**src/rtl/regfile_seq.sv**
```systemverilog
// regfile_seq: drives the 32x64 register file ports to bulk-load X0..X30 from a stream
// or dump X0..X31 to a stream, reading two registers per pass.
module regfile_seq #(
  parameter int N       = 64,
  parameter int LAST_WR = 30
) (
  input  logic         clk,
  input  logic         reset,
  input  logic         start,
  input  logic         mode,
  output logic         busy,
  output logic         done,
  output logic [4:0]   ra1,
  output logic [4:0]   ra2,
  input  logic [N-1:0] rd1,
  input  logic [N-1:0] rd2,
  output logic         we3,
  output logic [4:0]   wa3,
  output logic [N-1:0] wd3,
  input  logic         in_valid,
  output logic         in_ready,
  input  logic [N-1:0] in_data,
  output logic         out_valid,
  input  logic         out_ready,
  output logic [N-1:0] out_data,
  output logic [4:0]   out_addr
);
  typedef enum logic [2:0] {S_IDLE, S_LOAD, S_DUMP_RD, S_DUMP_O0, S_DUMP_O1, S_DONE} state_t;
  state_t r_state, w_next;
  logic [4:0] r_idx, w_idx_nxt, w_idx1;
  logic [N-1:0] r_buf0, r_buf1;
  logic w_o0, w_o1, w_rd;
  assign w_idx1 = r_idx + 5'd1;
  assign w_o0 = r_state == S_DUMP_O0;
  assign w_o1 = r_state == S_DUMP_O1;
  assign w_rd = r_state == S_DUMP_RD;
  assign busy = r_state != S_IDLE;
  assign done = r_state == S_DONE;
  assign in_ready = r_state == S_LOAD;
  // load writes pass straight through so the write lands on the handshake edge
  assign we3 = in_ready && in_valid;
  assign wa3 = in_ready ? r_idx : '0;
  assign wd3 = in_ready ? in_data : '0;
  assign ra1 = w_rd ? r_idx : '0;
  assign ra2 = w_rd ? w_idx1 : '0;
  assign out_valid = w_o0 || w_o1;
  assign out_data = w_o0 ? r_buf0 : w_o1 ? r_buf1 : '0;
  assign out_addr = w_o0 ? r_idx : w_o1 ? w_idx1 : '0;
  always_comb begin
    w_next = r_state;
    w_idx_nxt = r_idx;
    case (r_state)
      S_IDLE: if (start) begin
        w_next = mode ? S_LOAD : S_DUMP_RD;
        w_idx_nxt = '0;
      end
      S_LOAD: if (in_valid) begin
        w_next = r_idx == 5'(LAST_WR) ? S_DONE : S_LOAD;
        w_idx_nxt = w_idx1;
      end
      S_DUMP_RD: w_next = S_DUMP_O0;
      S_DUMP_O0: if (out_ready) w_next = S_DUMP_O1;
      S_DUMP_O1: if (out_ready) begin
        w_next = r_idx == 5'd30 ? S_DONE : S_DUMP_RD;
        w_idx_nxt = r_idx + 5'd2;
      end
      default: w_next = S_IDLE;
    endcase
  end
  always_ff @(posedge clk) begin
    if (reset) begin
      r_state <= S_IDLE;
      r_idx <= '0;
      r_buf0 <= '0;
      r_buf1 <= '0;
    end else begin
      r_state <= w_next;
      r_idx <= w_idx_nxt;
      if (w_rd) begin
        r_buf0 <= rd1;
        r_buf1 <= rd2;
      end
    end
  end
endmodule

```
**config.mk**
```make
export PLATFORM = sky130hd
export DESIGN_NAME = regfile_seq
export DESIGN_NICKNAME = d
export VERILOG_FILES = /design/src/rtl/regfile_seq.sv
export SDC_FILE = /design/constraint.sdc
export NUM_CORES = 1
export LEC_CHECK = 0
export ABC_AREA = 1
export CORE_UTILIZATION = 35
export DETAILED_ROUTE_END_ITERATION = 16
export GPL_ROUTABILITY_DRIVEN = 1
export GPL_TIMING_DRIVEN = 0
export HOLD_SLACK_MARGIN = 0.02
export PLACE_DENSITY = 0.74
export SLEW_MARGIN = 20
export SYNTH_ARGS = -nofsm -noshare
export SYNTH_HDL_FRONTEND = slang
export SYNTH_SLANG_ARGS = --single-unit
export TNS_END_PERCENT = 20
```
**constraint.sdc**
```tcl
create_clock -name clk -period 1.7 [get_ports clk]
set_input_delay 0.34 -clock clk [delete_from_list [all_inputs] [get_ports clk]]
set_output_delay 0.34 -clock clk [all_outputs]
set_load 0.01 [all_outputs]
```
* Word level (Yosys, flattened, before mapping) *
Cells that the tools add are included.

cells by class
  magnitude comparators = 0
  reduce and logical (&&, ||, !) cells = 7
  divide/modulo/power cells = 0
  equality and inequality tests = 10
  bitwise operators = 0
  add/subtract/negate cells = 2
  multipliers = 0
  shifts and indexed selects = 0
  muxes and demuxes = 20

operators with widths
  cell                                                                    count
  64-bit 2-to-1 mux                                                       3
  5-bit 2-to-1 mux                                                        8
  3-bit 2-to-1 mux                                                        6
  3-bit one-hot mux with 5 select lines                                   1
  5-bit one-hot mux with 3 select lines                                   1
  2-bit != test (second input constant)                                   4
  4-bit AND reduction                                                     2
  3-bit by 2-bit equality test with 1-bit output (second input constant)  2
  3-bit equality test (second input constant)                             2
  3-bit nonzero test                                                      2
  5-bit by 1-bit adder with 5-bit output (second input constant)          1
  5-bit by 2-bit adder with 5-bit output (second input constant)          1
  5-bit equality test (second input constant)                             1
  3-bit by 1-bit equality test with 1-bit output (second input constant)  1
  3-bit logical NOT                                                       1
  2-bit 2-to-1 mux                                                        1
  1-bit logical AND                                                       1
  1-bit logical OR                                                        1

storage, ports and cells
  bits of input ports = 198
  memories = 0
  output and inout bits = 153
  memory bits (writable) = 0
  bits in latches = 0
  register bits after elaboration = 136
  memory bits (read-only) = 0
  logic and storage cells = 43

* Longest topological paths before layout *
  depth in word-level cells = 4
  mapped depth = 8
  depth with buffers taken out = 8

* Least setup slack after synthesis *
OpenSTA, ideal clock, no wires.

  path kind = register to output
  from = register r_state[1]
  to = output out_addr[0]
  required time = 1.360 ns
  data arrival time = 1.129 ns
  path slack = 0.231 ns
  cell stages (with the launch flop) = 5
  buffers on the path = 1
  path through = dfxtp_1 nor2_2 nand2_2 buf_2 o21ai_0

on the way
  longest elaborated chain between the ends = 3
  elaborated cells on any way between the ends = 4
  those cells by class = 2 x eq/ne; 2 x mux

RTL lines
  element                 RTL line  source
  start, declared         29        state_t r_state, w_next;
  start signal, assigned  77        r_state <= w_next;
  3-bit equality test     35        assign w_o1 = r_state == S_DUMP_O1;
  5-bit 2-to-1 mux        48        assign out_addr = w_o0 ? r_idx : w_o1 ? w_idx1 : '0;
  5-bit 2-to-1 mux (*)    48
  end, declared           26        output logic [4:0] out_addr

Mark *: on every way between the ends. The rest lies on a longest branch, timed or not.

* Worst setup path in the final report *
  from = register r_state[1]
  to = output out_addr[1]

The elaborated chain is that of the path after synthesis.

==> results.tsv <==
stage	metric	value	unit
clock_network	CTS Buffer Depth	2	
pwr	LEAKAGE	4.742	nW
synth	sequential fraction of the synthesis area	43.63	%
timing	Slew Viols, Final	0	
clock_network	cts bufs inserted	17	
floorplanning	starting density of the core	35.95	%
pwr	Internal	7.938	mW
worst_hold_path	Hold Startpoint	r_buf1[21]$_SDFFE_PP0N_	
synth	Yosys cell types	24	
clock_network	worst-skew pair later-pin latency	0.41	ns
grt	vias in the first global route	6901	
timing	Final min period	1.995	ns
layout	area grow syn2layout	74.19	%
grt	met2 GRT Util	47.61	%
timing	clock skew	0.005180	ns
timing	# setup viols final	152	
synth	mean post-synth cell area	6.941	µm²
critical_path	Critical Path Sink Type	output pin	
clock_network	clk root buf	clkbuf_16	
detailed_routing	# DRC	0	
layout	FILL cells	1586	
clock_network	clock-pin transition on the worst setup and hold timing paths	0.06	ns
layout	share of cells above drive strength 1	25.97	%
critical_path	Crit Reg-Reg Endpoint	r_buf1[5]$_SDFFE_PP0N_	
detailed_routing	via count	7316	
critical_path	CP Class	reg2out	
pwr	Combinational Power Share	28.3	%
placed_design	hpwl dp	18810	µm
pwr	Sequential Power Share	34.2	%
layout	Seq. cell area	2749	µm²
clock_network	TritonCTS clock tree	built	
detailed_routing	final wirelength	25350	µm
timing	fin crit share	117.3	%
grt	grt met1 use	31.53	%
timing	final worst slack	-0.2949	ns
worst_hold_path	WHS Endpoint	r_buf1[21]$_SDFFE_PP0N_	
grt	GR peak layer	met2	
timing	Slew @ Worst Pin	0.4974	ns
grt	largest net degree at the start of global routing	17	
layout	Final Core Density	62.62	%
floorplanning	# rows	48	
synth	flops & latches, synth	136	
placed_design	PortBufs	350	
run_status	failing checks	negative setup slack	
run_status	status	complete, but fails checks	
detailed_routing	initial DRC count	379	
detailed_routing	drt pass-1 iters	5	
worst_hold_path	hold path cells	2	
critical_path	RR Startpoint	r_state[1]$_SDFFE_PP0P_	
detailed_routing	vias per cell	4.813	
critical_path	crit path DAT	1.65	ns
grt	remaining global-route overflow	0	
layout	post-route design area	10870	µm²
synth	Synth Flop Type	dfxtp_1	
layout	Nets	1482	
layout	area of the multi-input gates	2869	µm²
synth	Post-synth EDFFs	0	
pwr	Worst IR Drop VDD	785.8	µV
flow_run	Max Cap Violations	0	
grt	initial antenna violation count	1	
floorplanning	Core Area	17360	µm²
synth	Mapped Cells	899	
critical_path	Reg2Reg Depth	6	
grt	Tot GR Track Use	26.89	%
synth	Synthesis Warnings	0	
floorplanning	Ports	351	
pwr	power density cells	1052	nW/µm²
critical_path	CP Max Fanout	10	
placed_design	GP Congestion	0.8559	
pwr	Clock power frac	37.5	%
timing	Fin. Hold Viols	0	
timing	RSZ-0062 raised after global routing	yes	
detailed_routing	Detail Route Antenna Nets	0	
layout	most frequent cells in the layout	inv_1, clkdlybuf4s50_1, buf_2	
critical_path	crit path launch type	flip-flop	
timing	Total Neg Setup Slack	-29.48	ns
synth	Syn Nets	1100	
synth	synthesized area	6240	µm²
layout	commonest non-fill, non-tap cell in the layout	inv_1	
clock_network	clock sink count	136	
timing	Slew headroom	66.84	%
placed_design	dpl ws	-0.7225	ns
critical_path	WP data required	1.36	ns
placed_design	Post-DP Area	10020	µm²
clock_network	H-tree depth	4	
floorplanning	die width	135.5	µm
pwr	Net Sw Frac	30.58	%
critical_path	R2R Setup Slk	0.11	ns
grt	first-pass GRT wire length	37470	µm
detailed_routing	WL per Instance	16.68	µm
floorplanning	Die Y	135.5	µm
grt	grt met3 use	6.061	%
timing	highest clock rate	501.3	MHz
floorplanning	Die ar.	18370	µm²
synth	fraction of registers with async set/reset	0	%
pwr	Psw	3.497	mW
worst_hold_path	Hold Crit Class	reg2reg	
clock_network	# hold bufs at CTS	0	
==> layer usage <==
metal | wire length, µm | share of wire, %
met3 | 1603 | 6.3
met2 | 12780 | 50
met1 | 10360 | 41
met5 | 0 | 0
met4 | 603 | 2.4
==> metrics by stage <==
stage / hold slack (ns) / instances / power [mW]
6_report: 0.4539 / 1520 / 11.44
5_1_grt: 0.4657 / 1520 / 11.97
4_1_cts: 0.4534 / 1516 / 11.38
3_5_place_dp: 0.4446 / 1474 / 6.979
3_3_place_gp: 0.4393 / 1474 / 6.907
2_1_floorplan: 0.4024 / 899 / 5.500
==> cell families (layout without fill, tap and decap cells) <==
group           Yosys count  in the layout  synth area share [%]
fa+ha+maj                 3              3                0.6016
flops                   136            136                 43.63
buf+inv                 275            670                 17.67
other cells               0              1                     0
xor+xnor                  2              2                0.2808
compound gates          337            337                 28.51
simple gates            146            146                 9.304
==> cell usage after synthesis (all sizes together) (3+ instances only) <==
master | n | area, µm²
o22ai | 69 | 431.7
nand2 | 38 | 147.6
ha | 3 | 37.54
dfxtp | 136 | 2723
inv | 210 | 788.3
a21oi | 132 | 664.4
nor2 | 96 | 365.3
clkbuf | 22 | 82.58
o21ai | 135 | 675.7
nand3 | 10 | 55.05
buf | 43 | 231.5
==> power by group through the flow <==
stage | clock network [mW] | logic (mW) | registers [mW]
6_report | 4.29 | 3.23 | 3.91
5_1_grt | 4.47 | 3.54 | 3.96
4_1_cts | 4.33 | 3.15 | 3.91
3_5_place_dp | 0 | 3.04 | 3.94
3_3_place_gp | 0 | 2.98 | 3.92
2_1_floorplan | 0 | 1.60 | 3.90
==> what timing repair did <==
action / in CTS / in global routing
cloned: 2 / 0
resized for setup: 713 / 79
endpoints found under the setup margin: 192 / 233
setup buffers: 9 / 3
pin swaps: 5 / 2
==> flip-flops by register name (all words and copies together), names as in the netlist <==
| register | flops |
|---|---|
| r_buf0 | 64 |
| r_buf1 | 64 |
| r_idx | 5 |
| r_state | 3 |
==> how the worst max path moves through the flow <==
| stage | startpoint | endpoint | cells after the start |
|---|---|---|---|
| 6_report | r_state[1]$_SDFFE_PP0P_ | out_addr[1] | 5 |
| 3_5_place_dp | r_state[1]$_SDFFE_PP0P_ | out_addr[0] | 5 |
| 3_3_place_gp | r_state[1]$_SDFFE_PP0P_ | out_addr[0] | 5 |
| 2_1_floorplan | r_state[1]$_SDFFE_PP0P_ | out_addr[0] | 4 |
| 5_1_grt | r_state[1]$_SDFFE_PP0P_ | out_addr[2] | 6 |
| 4_1_cts | r_state[1]$_SDFFE_PP0P_ | out_data[0] | 6 |
==> worst max-delay path: stages (launching register included) <==
cell and delay [ns]:
dfxtp_4 0.38, nor2_4 0.19, nand2_8 0.14, buf_6 0.19, o22ai_2 0.18, buf_2 0.17
==> layout make-up <==
type	instances	area share, %
diodes	1	0.02302
multi-input cells	488	26.40
clock buffers	19	4.075
inverters	210	7.321
clock inverters	13	2.222
repair buffers	364	27.06
plain buffers	64	5.019
well taps	225	2.590
flip-flops and latches	136	25.29
(Power assumes the default switching activity.)
